==> src/rtl/instr_fetch_ctrl_if.sv <==
// Fetch-controller bus: instruction-memory port, redirect input, decode handshake and status.
// master = fetch controller side, slave = memory/decode/environment side.
interface instr_fetch_ctrl_if #(
  parameter int ADDR_WIDTH  = 32,
  parameter int INSTR_WIDTH = 32
);
  logic [ADDR_WIDTH-1:0]  imem_addr;
  logic [INSTR_WIDTH-1:0] imem_instr;
  logic                   redirect_valid;
  logic [ADDR_WIDTH-1:0]  redirect_pc;
  logic                   out_valid;
  logic                   out_ready;
  logic [INSTR_WIDTH-1:0] out_instr;
  logic [ADDR_WIDTH-1:0]  out_pc;
  logic                   fault;
  logic [ADDR_WIDTH-1:0]  fault_addr;
  logic [31:0]            perf_fetch_cnt;
  logic [31:0]            perf_stall_cnt;

  modport master (
    output imem_addr,
    input  imem_instr,
    input  redirect_valid, redirect_pc,
    output out_valid,
    input  out_ready,
    output out_instr, out_pc,
    output fault, fault_addr,
    output perf_fetch_cnt, perf_stall_cnt
  );

  modport slave (
    input  imem_addr,
    output imem_instr,
    output redirect_valid, redirect_pc,
    input  out_valid,
    output out_ready,
    input  out_instr, out_pc,
    input  fault, fault_addr,
    input  perf_fetch_cnt, perf_stall_cnt
  );
endinterface

==> src/rtl/instr_fetch_ctrl.sv <==
// Single-entry instruction fetch controller: BOOT/RUN/FAULT FSM, one-deep output register, redirects.
// Optional saturating perf counters are built only when INSTR_FETCH_PERF_CNT_EN is defined.
module instr_fetch_ctrl #(
  parameter int                    ADDR_WIDTH  = 32,
  parameter int                    INSTR_WIDTH = 32,
  parameter int                    ADDR_SIZE   = 256,
  parameter logic [ADDR_WIDTH-1:0] RESET_PC    = '0
) (
  input logic                clk,
  input logic                rst,
  instr_fetch_ctrl_if.master bus
);

  typedef enum logic [1:0] {BOOT, RUN, FAULT} state_e;

  typedef struct packed {
    logic [ADDR_WIDTH-1:0]  pc;
    logic [INSTR_WIDTH-1:0] instr;
  } fetch_rsp_t;

  state_e                state_q, state_d;
  logic [ADDR_WIDTH-1:0] pc_q, pc_d;
  logic [ADDR_WIDTH-1:0] fault_addr_q, fault_addr_d;
  fetch_rsp_t            rsp_q, rsp_d;
  logic                  out_valid_q, out_valid_d;

  logic [63:0] word_idx;
  logic        in_range, active, issue_slot;
  logic        fire, range_fault, redir_ok, redir_bad;

  // Word index widened so the bound compare never truncates ADDR_SIZE.
  assign word_idx    = 64'(pc_q >> 2);
  assign in_range    = (word_idx < 64'(ADDR_SIZE));
  assign active      = (state_q != FAULT);
  assign redir_ok    = active && bus.redirect_valid && (bus.redirect_pc[1:0] == 2'b00);
  assign redir_bad   = active && bus.redirect_valid && (bus.redirect_pc[1:0] != 2'b00);
  assign issue_slot  = (state_q == RUN) && (!out_valid_q || bus.out_ready) && !bus.redirect_valid;
  assign fire        = issue_slot && in_range;
  assign range_fault = issue_slot && !in_range;

  always_ff @(posedge clk) begin
    if (rst) state_q <= BOOT;
    else     state_q <= state_d;
  end

  always_comb begin
    state_d = state_q;
    case (state_q)
      BOOT:    state_d = redir_bad ? FAULT : RUN;
      RUN:     if (redir_bad || range_fault) state_d = FAULT;
      FAULT:   state_d = FAULT;
      default: state_d = BOOT;
    endcase
  end

  always_comb begin
    bus.imem_addr  = pc_q;
    bus.out_valid  = out_valid_q;
    bus.out_instr  = rsp_q.instr;
    bus.out_pc     = rsp_q.pc;
    bus.fault      = (state_q == FAULT);
    bus.fault_addr = fault_addr_q;
  end

  // Redirect outranks fetch and hold; a held instruction is discarded by any redirect or fault.
  always_comb begin
    pc_d         = pc_q;
    rsp_d        = rsp_q;
    out_valid_d  = out_valid_q;
    fault_addr_d = fault_addr_q;
    if (redir_bad) begin
      fault_addr_d = bus.redirect_pc;
      out_valid_d  = 1'b0;
    end else if (redir_ok) begin
      pc_d        = bus.redirect_pc;
      out_valid_d = 1'b0;
    end else if (range_fault) begin
      fault_addr_d = pc_q;
      out_valid_d  = 1'b0;
    end else if (fire) begin
      rsp_d.pc    = pc_q;
      rsp_d.instr = bus.imem_instr;
      out_valid_d = 1'b1;
      pc_d        = pc_q + ADDR_WIDTH'(4);
    end else if (out_valid_q && bus.out_ready) begin
      out_valid_d = 1'b0;
    end
  end

  always_ff @(posedge clk) begin
    if (rst) begin
      pc_q         <= RESET_PC;
      rsp_q        <= '0;
      out_valid_q  <= 1'b0;
      fault_addr_q <= '0;
    end else begin
      pc_q         <= pc_d;
      rsp_q        <= rsp_d;
      out_valid_q  <= out_valid_d;
      fault_addr_q <= fault_addr_d;
    end
  end

`ifdef INSTR_FETCH_PERF_CNT_EN
  logic [31:0] fetch_cnt_q, fetch_cnt_d;
  logic [31:0] stall_cnt_q, stall_cnt_d;

  always_comb begin
    fetch_cnt_d = fetch_cnt_q;
    stall_cnt_d = stall_cnt_q;
    if (fire && (fetch_cnt_q != '1))                           fetch_cnt_d = fetch_cnt_q + 32'd1;
    if (out_valid_q && !bus.out_ready && (stall_cnt_q != '1)) stall_cnt_d = stall_cnt_q + 32'd1;
  end

  always_ff @(posedge clk) begin
    if (rst) begin
      fetch_cnt_q <= '0;
      stall_cnt_q <= '0;
    end else begin
      fetch_cnt_q <= fetch_cnt_d;
      stall_cnt_q <= stall_cnt_d;
    end
  end

  assign bus.perf_fetch_cnt = fetch_cnt_q;
  assign bus.perf_stall_cnt = stall_cnt_q;
`else
  assign bus.perf_fetch_cnt = '0;
  assign bus.perf_stall_cnt = '0;
`endif

endmodule

==> src/flat_wrapper.sv <==
// flat-port wrapper written by rule: the top's interface ports become plain ports
module instr_fetch_ctrl_flat 
#(
  parameter int                    ADDR_WIDTH  = 32,
  parameter int                    INSTR_WIDTH = 32,
  parameter int                    ADDR_SIZE   = 256,
  parameter logic [ADDR_WIDTH-1:0] RESET_PC    = '0
)
  (clk, rst, bus_imem_addr, bus_imem_instr, bus_redirect_valid, bus_redirect_pc, bus_out_valid, bus_out_ready, bus_out_instr, bus_out_pc, bus_fault, bus_fault_addr, bus_perf_fetch_cnt, bus_perf_stall_cnt);
  instr_fetch_ctrl_if #(.ADDR_WIDTH(ADDR_WIDTH), .INSTR_WIDTH(INSTR_WIDTH)) bus_i ();
  input logic clk;
  input logic rst;
  output wire logic [$bits(bus_i.imem_addr)-1:0] bus_imem_addr;
  input wire logic [$bits(bus_i.imem_instr)-1:0] bus_imem_instr;
  input wire logic [$bits(bus_i.redirect_valid)-1:0] bus_redirect_valid;
  input wire logic [$bits(bus_i.redirect_pc)-1:0] bus_redirect_pc;
  output wire logic [$bits(bus_i.out_valid)-1:0] bus_out_valid;
  input wire logic [$bits(bus_i.out_ready)-1:0] bus_out_ready;
  output wire logic [$bits(bus_i.out_instr)-1:0] bus_out_instr;
  output wire logic [$bits(bus_i.out_pc)-1:0] bus_out_pc;
  output wire logic [$bits(bus_i.fault)-1:0] bus_fault;
  output wire logic [$bits(bus_i.fault_addr)-1:0] bus_fault_addr;
  output wire logic [$bits(bus_i.perf_fetch_cnt)-1:0] bus_perf_fetch_cnt;
  output wire logic [$bits(bus_i.perf_stall_cnt)-1:0] bus_perf_stall_cnt;
  assign bus_imem_addr = bus_i.imem_addr;
  assign bus_i.imem_instr = bus_imem_instr;
  assign bus_i.redirect_valid = bus_redirect_valid;
  assign bus_i.redirect_pc = bus_redirect_pc;
  assign bus_out_valid = bus_i.out_valid;
  assign bus_i.out_ready = bus_out_ready;
  assign bus_out_instr = bus_i.out_instr;
  assign bus_out_pc = bus_i.out_pc;
  assign bus_fault = bus_i.fault;
  assign bus_fault_addr = bus_i.fault_addr;
  assign bus_perf_fetch_cnt = bus_i.perf_fetch_cnt;
  assign bus_perf_stall_cnt = bus_i.perf_stall_cnt;
  instr_fetch_ctrl #(.ADDR_WIDTH(ADDR_WIDTH), .INSTR_WIDTH(INSTR_WIDTH), .ADDR_SIZE(ADDR_SIZE), .RESET_PC(RESET_PC)) u_core (.clk(clk), .rst(rst), .bus(bus_i));
endmodule
==> config.mk <==
export PLATFORM = sky130hd
export DESIGN_NAME = instr_fetch_ctrl_flat
export DESIGN_NICKNAME = d
export VERILOG_FILES = /design/src/rtl/instr_fetch_ctrl_if.sv /design/src/rtl/instr_fetch_ctrl.sv /design/src/flat_wrapper.sv
export SDC_FILE = /design/constraint.sdc
export NUM_CORES = 1
export LEC_CHECK = 0
export ABC_AREA = 1
export BUFFER_PORTS_ARGS = -buffer_cell sky130_fd_sc_hd__buf_4
export CAP_MARGIN = 20
export CORE_MARGIN = 4
export CORE_UTILIZATION = 25
export CTS_CLUSTER_SIZE = 14
export DETAILED_ROUTE_END_ITERATION = 7
export HOLD_SLACK_MARGIN = 0.08
export PLACE_DENSITY_LB_ADDON = 0.12
export SETUP_SLACK_MARGIN = 0.15
export SLEW_MARGIN = 40
export SYNTH_ARGS = -nofsm -noshare
export SYNTH_HDL_FRONTEND = slang
export SYNTH_SLANG_ARGS = --single-unit
==> constraint.sdc <==
create_clock -name clk -period 2.3 [get_ports clk]
set_input_delay 0.46 -clock clk [delete_from_list [all_inputs] [get_ports clk]]
set_output_delay 0.46 -clock clk [all_outputs]
set_load 0.005 [all_outputs]
==> impl_metrics.tcl, run 1 <==
set metrics [dict create \
    status "finished, final reports clean" \
    synth_simple_gate_area_share_pct 26.8 \
    fin_setup_tns_ps 0 \
    peakVddDrop_mv 0.412 \
    core_um2 22800 \
    crit_path_start "u_core.state_q[0]" \
    synth.avg_cell_area_um2 7.31 \
    grt_max_degree 51 \
    pwr-share-clk_pct 38.8 \
    setup_violations 0 \
    hold_violations 0 \
    cellLeakagePower_uw 0.00368 \
    grt_pass1_vias 5094 \
    die_w_um 160 \
    synthXorXnorAreaFrac_pct 0.452 \
    design_area_um2 7960 \
    synth_mux_area_share_pct 0 \
    syn2layout_area_growth_pct 37.0 \
    slowest_stage "dfxtp_1" \
    worstSetupEndpointType "flop" \
    r2r_end "u_core.bus.fault_addr[1]" \
    slowest_delay_ps 350 \
    dpl_cell_area_um2 7350 \
    dieHeight_um 160 \
    hpwl_um 13600 \
    start_kind "flop" \
    hold_buffers 0 \
    synth_top_area_share_pct 45.1 \
    grt_use_total_pct 14.5 \
    fp-row-count 55 \
    crit_cells 8 \
    slew-limit-headroom_pct 60.4 \
    ys.flop_type "dfxtp_1" \
    cts_buffer_depth 2 \
    htree_num_levels 4 \
    antennaDiodeCount 0 \
    seqPwrFrac_pct 37.5 \
    ant_nets 0 \
    synth_enable_flop_cells 0 \
    ys_types 32 \
    path_delay_family "simple AND/OR/NAND/NOR gates" \
    cts_buffers 17 \
    synth_top_cells_by_area "dfxtp_1, nor2_1, nand2_1, buf_4, o21ai_0" \
    period_share_pct 79.7 \
    crit_chain "inv_1 > ha_1 > nor2_2 > nand2_2 > nand2_4 > buf_4 > o21ai_0 > nor2_1" \
    crit_fanout 22 \
    finClkSkew_ps 16.4 \
    r2r-start "u_core.state_q[0]" \
    hp-class "in -> reg" \
    start_util_pct 25.5 \
    tightest_slew_ps 594 \
    ys_seq_elements 131 \
    insertion_delay_ps 430 \
    synth-compound-area-share_pct 12.0 \
    synth_warnings 0 \
    place_congestion 0.741 \
    required_ps 2660 \
    cts_tree "done" \
    drt_first_iter_violations 326 \
    cp_num_buf_inv 2 \
    vias 5321 \
    clockRootBuffer "clkbuf_16" \
    worstRegToRegCells 8 \
    wl_um 19200 \
    synth-adder-area-share_pct 1.08 \
    fillers 2454 \
    yosysSeqAreaShare_pct 45.1 \
    avgViaCountPerCell 4.08 \
    p_comb_share_pct 23.7 \
    drive_above_1_share_pct 26.5 \
    internal_power_uw 4900 \
    route.detailed.drc 0 \
    ios 262 \
    antenna_found_initial 0 \
    critPathArrivalTime_ps 2190 \
    rsz0062_at_grt "false" \
    crit_type "reg -> reg" \
    finalNetCount 1052 \
    grt_overflow 0 \
    netlist_instances 795 \
    slew_violations 0 \
    min_period_ps 1830 \
    drv_cap 0 \
    ff2ff_setup_slack_ps 470 \
    regArea_um2 2620 \
    p_per_area_nw_per_um2 902 \
    drt-wirelength-per-cell_um 14.7 \
    multiInputGateArea_um2 2590 \
    cts.clk_slew.worst_paths_ps 60 \
    fmax_mhz 545 \
    port_buffers 197 \
    syn_area_um2 5810 \
    swShare_pct 31.8 \
    dieArea_um2 25800 \
    crit_path_end "u_core.bus.fault_addr[1]" \
    clock_sinks 131 \
    synth_top_family_by_area "simple AND/OR/NAND/NOR gates" \
    async_reset_ff_share_pct 0 \
    first_pass_iters 4 \
    grt_pass1_wl_um 29600 \
    p_sw_uw 2290 \
    synth_largest_area_cell "dfxtp_1" \
]
[registers in the layout, summed over array words and instances, names as in the netlist]
name	count
u_core.bus.out_pc	32
u_core.bus.out_valid	1
u_core.bus.imem_addr	32
u_core.bus.fault_addr	32
u_core.bus.out_instr	32
u_core.state_q	2
[power groups by stage]
stage                     logic (uW)  registers [uW]  clock network (uW)
final                           1700            2700                2790
after global routing            1930            2740                2980
after CTS                       1740            2700                2880
after detailed placement        1730            2750                   0
after global placement          1740            2750                   0
after floorplan                 1040            2750                   0
[worst min path at each step]
stage,slack [ps],end,from,cells after the start
2_1_floorplan,440,u_core.bus.out_pc[10],u_core.bus.out_pc[10],2
3_3_place_gp,430,u_core.bus.out_pc[19],u_core.bus.out_pc[19],2
3_5_place_dp,430,u_core.bus.out_pc[21],u_core.bus.out_pc[21],2
4_1_cts,250,u_core.bus.out_instr[26],bus_imem_instr[26],3
5_1_grt,270,u_core.bus.out_instr[24],bus_imem_instr[24],3
6_report,280,u_core.bus.out_instr[6],bus_imem_instr[6],3
[stage by stage]
| stage | hold WS (ps) | power (uW) | std cells | worst slack, ps | utilization (%) |
|---|---|---|---|---|---|
| floorplan | 435 | 3780 | 858 | 631 | - |
| global placement | 426 | 4490 | 1273 | 367 | 32.3 |
| detailed placement | 429 | 4480 | 1273 | 348 | 32.3 |
| CTS | 253 | 7320 | 1305 | 335 | 34.9 |
| global route | 268 | 7650 | 1305 | 223 | 35.0 |
| finish | 278 | 7190 | 1305 | 466 | 35.0 |
[cell usage in the layout, fill, tap and decap left out]
master        n
a211oi_1      1
a21oi_1      37
buf_12        3
buf_4       209
bufinv_16     2
clkbuf_16    17
clkinv_1      1
clkinv_2      1
clkinv_4      4
clkinvlp_4    2
conb_1       64
dfxtp_1     131
ha_1          5
inv_1        28
inv_2         3
inv_6         5
inv_8         2
nand2_1     149
nand2_2       2
nand2_4       3
nand3_1      34
nand3_4       1
nand4_1       3
nand4_4       1
nor2_1      173
nor2_2        2
nor2_4        3
nor2_8        1
nor3_2        1
o21ai_0      71
o21ai_1      28
o21bai_1      1
or2_4         1
xnor2_1       1
xor2_1        2
[worst reg2reg max path, cell delays in order, from the launching register on]
cell and delay, ps:
dfxtp_1 350, inv_1 80, ha_1 220, nor2_2 230
nand2_2 140, nand2_4 290, buf_4 270, o21ai_0 100
nor2_1 90
[per-layer routing]
metal  global-route usage (%)  wire length (um)  share of wire [%]
met4                     3.29               115               0.60
met5                        0                 0                  0
met3                     5.82              1660                8.6
met2                     21.0              8150                 43
met1                     20.3              9240                 48
[repair_timing]
action | CTS | global route
setup endpoints to repair | 0 | 5
gates resized for setup | 0 | 2
setup buffers | 0 | 0
hold endpoints to repair | 0 | 0
[cell type report]
| type | instances | share of cell area [%] |
|---|---|---|
| sequential | 131 | 32.9 |
| multi-input combinational | 584 | 32.6 |
| timing repair buffer | 212 | 20.5 |
| clock buffer | 17 | 5.34 |
| tap | 313 | 4.92 |
| clock inverter | 15 | 2.17 |
| inverter | 33 | 1.62 |
[cell usage after synthesis, types with 2 or more instances]
cell,instances
o21ai_0,71
buf_6,6
o21ai_1,28
nand2_2,3
clkbuf_1,26
buf_1,3
inv_2,2
nand2_4,2
nand4_1,3
ha_1,5
nand2_1,149
buf_2,10
inv_1,29
nor2_1,173
xor2_1,2
nor2_4,2
nor2_2,3
a21oi_1,37
buf_4,65
nand3_1,34
dfxtp_1,131
[cell families (layout without fill, tap and decap cells)]
group / count (synthesis) / after routing
AND/OR/NAND/NOR: 374 / 374
buffers and inverters: 143 / 277
AO/OA/AOI/OAI: 138 / 138
flip-flops: 131 / 131
adder cells (fa/ha/maj): 5 / 5
XOR/XNOR: 3 / 3
other: 1 / 64
(Power assumes the default switching activity.)
==> inputs of run 2 (changes only) <==
==> constraint.sdc (replaced) <==
create_clock -name clk -period 1.75 [get_ports clk]
set_input_delay 0.35 -clock clk [delete_from_list [all_inputs] [get_ports clk]]
set_output_delay 0.35 -clock clk [all_outputs]
set_load 0.005 [all_outputs]
==> impl_metrics.tcl, run 2 (synthesis results as in run 1) <==
set metrics [dict create \
    die_w_um 160 \
    port_buffers 197 \
    fin_setup_tns_ps 0 \
    fillers 2392 \
    grt_use_total_pct 14.8 \
    status "finished, final reports clean" \
    insertion_delay_ps 430 \
    grt_max_degree 54 \
    required_ps 2070 \
    finalNetCount 1110 \
    layout_common_cells "buf_4, nor2_1, nand2_1" \
    grt_pass1_wl_um 30200 \
    clockRootBuffer "clkbuf_16" \
    antennaDiodeCount 0 \
    rsz0062_at_grt "true" \
    ios 262 \
    antenna_found_initial 0 \
    setup_violations 0 \
    final.setup.worst_slack_ps 147 \
    drt-wirelength-per-cell_um 15.7 \
    cts.clk_slew.worst_paths_ps 60 \
    pre_cts_slack_ps -25.0 \
    vias 5715 \
    slew-limit-headroom_pct 58.0 \
    crit_path_start "u_core.bus.imem_addr[15]" \
    dieArea_um2 25800 \
    first_pass_iters 4 \
    start_kind "flop" \
    design_area_um2 9240 \
    ant_nets 0 \
    tightest_slew_ps 630 \
    period_share_pct 91.6 \
    hpwl_um 13800 \
    htree_num_levels 4 \
    fp-row-count 55 \
    clock_sinks 131 \
    slew_violations 0 \
    grt_pass1_vias 5252 \
    cts_buffer_depth 2 \
    hp-class "in -> reg" \
    mostFrequentLayoutCell "buf_4" \
    peakVddDrop_mv 0.685 \
    start_util_pct 25.5 \
    syn2layout_area_growth_pct 59.0 \
    cellLeakagePower_uw 0.00422 \
    hold_violations 0 \
    core_um2 22800 \
    crit_fanout 6 \
    drv_cap 0 \
    cts_tree "done" \
    grt_overflow 0 \
    drive_above_1_share_pct 38.9 \
    route.detailed.drc 0 \
    final_cells 1362 \
    r2r-start "u_core.bus.imem_addr[15]" \
    cts_buffers 17 \
    p_per_area_nw_per_um2 1140 \
    finClkSkew_ps 14.1 \
    worstSetupEndpointType "flop" \
    avgViaCountPerCell 4.20 \
    drt_first_iter_violations 272 \
    dieHeight_um 160 \
    dpl_cell_area_um2 7610 \
    post-place-cells 1297 \
    critPathArrivalTime_ps 1920 \
    fmax_mhz 624 \
    worstHoldStart "bus_imem_instr[2]" \
    wl_um 21400 \
    min_period_ps 1600 \
    crit_type "reg -> reg" \
    place_congestion 0.707 \
]
run 2: layer usage:
metal	vias to the layer above	track usage, %	part of all wire [%]
met2	212	22.5	45
met5	-	0	0
met4	0	3.05	0.46
met1	2605	19.9	46
li1	2893	-	-
met3	5	5.75	7.8
run 2: timing repair:
action | in CTS | in global routing
hold endpoints to repair | 0 | 0
hold buffers | 0 | 0
gates resized for setup | 16 | 143
setup buffers | 4 | 16
cloned | 3 | 11
endpoints found under the setup margin | 125 | 121
pin swaps | 5 | 54
run 2: per-stage QoR:
stage	util, %	hold slack, ps	power [uW]
2_1_floorplan	-	435	4980
3_3_place_gp	33.4	426	6090
3_5_place_dp	33.4	428	6090
4_1_cts	36.9	140	10100
5_1_grt	40.6	146	11100
6_report	40.6	156	10500
run 2: path summary, 6_finish.rpt:
| path | to | slack (ps) | cells after the start |
|---|---|---|---|
| worst max-delay path | u_core.bus.out_instr[3] | 150 | 8 |
| worst min register to register | u_core.bus.out_pc[22] | 430 | 2 |
| worst max register to register | u_core.bus.out_instr[3] | 150 | 8 |
| worst min-delay path | u_core.bus.out_instr[2] | 160 | 3 |
run 2: final cells by class:
cell class | count | area, um2 | area share [%]
multi-input cells | 584 | 2940 | 31.8
flip-flops and latches | 131 | 2650 | 28.6
repair buffers | 270 | 2510 | 27.2
clock buffers | 17 | 425 | 4.60
well taps | 313 | 392 | 4.24
clock inverters | 14 | 178 | 1.92
inverters | 33 | 149 | 1.61
run 2: power by group:
| part | switching (uW) | leakage (uW) | internal, uW |
|---|---|---|---|
| clock network | 1490 | 0.000283 | 2250 |
| logic | 1620 | 0.00286 | 1610 |
| registers | 213 | 0.00107 | 3350 |
run 2: critical path: stages, from the launching register on:
cell and delay (ps):
dfxtp_1 370, nor2_4 120, nand2_4 70, nor2_8 170
nand4_4 230, buf_12 220, clkbuf_16 160, o21ai_2 110
nor2_1 50
==> inputs of run 3 (changes only) <==
--- a/config.mk
+++ b/config.mk
@@ -8,8 +8,9 @@
 export ABC_AREA = 1
 export BUFFER_PORTS_ARGS = -buffer_cell sky130_fd_sc_hd__buf_4
 export CAP_MARGIN = 20
+export CORE_ASPECT_RATIO = 2
 export CORE_MARGIN = 4
-export CORE_UTILIZATION = 25
+export CORE_UTILIZATION = 47
 export CTS_CLUSTER_SIZE = 14
 export DETAILED_ROUTE_END_ITERATION = 7
 export HOLD_SLACK_MARGIN = 0.08
==> impl_metrics.tcl, run 3 (synthesis results as in run 1) <==
set metrics [dict create \
    status "finished, final reports clean" \
    place_congestion 0.913 \
    final.setup.worst_slack_ps 145 \
    cts_tree "done" \
    grt_pass1_wl_um 27100 \
    wl_um 19300 \
    final_cells 1176 \
    cp_num_buf_inv 1 \
    start_util_pct 47.9 \
    htree_num_levels 4 \
    min_period_ps 1610 \
    hold_violations 0 \
    design_area_um2 8590 \
    grt_max_degree 50 \
    start_kind "flop" \
    clockRootBuffer "clkbuf_16" \
    setup_violations 0 \
    tightest_slew_ps 543 \
    whs_ps 170 \
    slew_violations 0 \
    cellLeakagePower_uw 0.00404 \
    p_per_area_nw_per_um2 1190 \
    grt_use_total_pct 24.4 \
    hpwl_um 12500 \
    ant_nets 0 \
    antennaDiodeCount 0 \
    insertion_delay_ps 420 \
    hp-class "in -> reg" \
    required_ps 2060 \
    syn2layout_area_growth_pct 47.8 \
    first_pass_iters 7 \
    fin_setup_tns_ps 0 \
    route.detailed.drc 0 \
    die_w_um 86.6 \
    path_delay_family "simple AND/OR/NAND/NOR gates" \
    fillers 1016 \
    drive_above_1_share_pct 35.1 \
    clock_sinks 131 \
    rsz0062_at_grt "true" \
    ios 262 \
    fmax_mhz 623 \
    post-place-cells 1119 \
    vias 5787 \
    fp-row-count 57 \
    slew-limit-headroom_pct 63.8 \
    drt_first_iter_violations 234 \
    mostFrequentLayoutCell "buf_4" \
    dieArea_um2 14300 \
    crit_chain "nor2_2 > nand2_2 > nor2_4 > nand3_4 > nand2_4 > nand2_8 > buf_12 > o21ai_2 > nor2_1" \
    crit_fanout 7 \
    cts_buffers 17 \
    pre_cts_slack_ps -57.2 \
    drv_cap 0 \
    finClkSkew_ps 8.56 \
    critPathArrivalTime_ps 1910 \
    cts.clk_slew.worst_paths_ps 60 \
    slowest_stage "dfxtp_2" \
    antenna_found_initial 0 \
    grt_overflow 0 \
    dpl_cell_area_um2 7270 \
    avgViaCountPerCell 4.92 \
    dieHeight_um 165 \
    grt_pass1_vias 5267 \
    period_share_pct 91.7 \
    port_buffers 197 \
    slowest_delay_ps 340 \
    worstSetupEndpointType "flop" \
    core_um2 12100 \
    peakVddDrop_mv 0.983 \
    drt-wirelength-per-cell_um 16.4 \
    crit_type "reg -> reg" \
    finalNetCount 1089 \
    layout_common_cells "buf_4, nor2_1, nand2_1" \
    cts_buffer_depth 2 \
]
==> run 3: cell count changes in the layout (fill, tap and decap cells not counted), sizes merged <==
| cell | delta |
|---|---|
| buf | -16 |
| bufbuf | -1 |
| bufinv | -1 |
| clkbuf | -3 |
| clkinv | +2 |
| clkinvlp | -1 |
==> run 3: final cells by class <==
type                            instances  area (um2)  area share (%)
Timing Repair Buffer                  249        2190            25.5
Clock buffer                           18         439            5.11
Multi-Input combinational cell        584        2830            33.0
Sequential cell                       131        2640            30.8
Inverter                               33         146            1.70
Tap cell                              147         184            2.14
Clock inverter                         14         154            1.79
==> run 3: per-stage QoR <==
step | total power, uW | util (%)
finish | 10200 | 70.8
global route | 10700 | 70.8
CTS | 9780 | 67.3
detailed placement | 5940 | 60.0
global placement | 5910 | 60.0
floorplan | 4980 | -
==> run 3: path summary, 6_finish.rpt <==
| path | startpoint | slack [ps] | end | cells past startpoint |
|---|---|---|---|---|
| hold / removal | bus_imem_instr[30] | 170 | u_core.bus.out_instr[30] | 3 |
| setup reg to reg | u_core.bus.imem_addr[25] | 140 | u_core.bus.fault_addr[9] | 9 |
| setup / recovery | u_core.bus.imem_addr[25] | 140 | u_core.bus.fault_addr[9] | 9 |
| hold reg to reg | u_core.bus.out_pc[23] | 440 | u_core.bus.out_pc[23] | 2 |
==> run 3: metal layers <==
metal  vias to the layer above  track usage (%)  part of all wire [%]
met1                      2667             26.0                    35
li1                       2849                -                     -
met3                        38             8.14                   8.0
met4                         0             9.65                   3.5
met5                         -                0                     0
met2                       233             43.5                    54
==> run 3: worst min-delay path, cell delays in order <==
cell     delay, ps
buf_4           80
o21ai_2         50
nor2_1          70
==> run 3: timing repair <==
action,in CTS,in global routing
buffers inserted,11,5
pin swaps,9,24
hold buffers,0,0
resized for setup,38,89
cloned,3,6
endpoints found under the setup margin,106,119
==> run 3: report_power, final <==
group          internal [uW]  switching (uW)  total (uW)
sequential              3350             270        3620
combinational           1450            1570        3020
clock                   2150            1400        3550
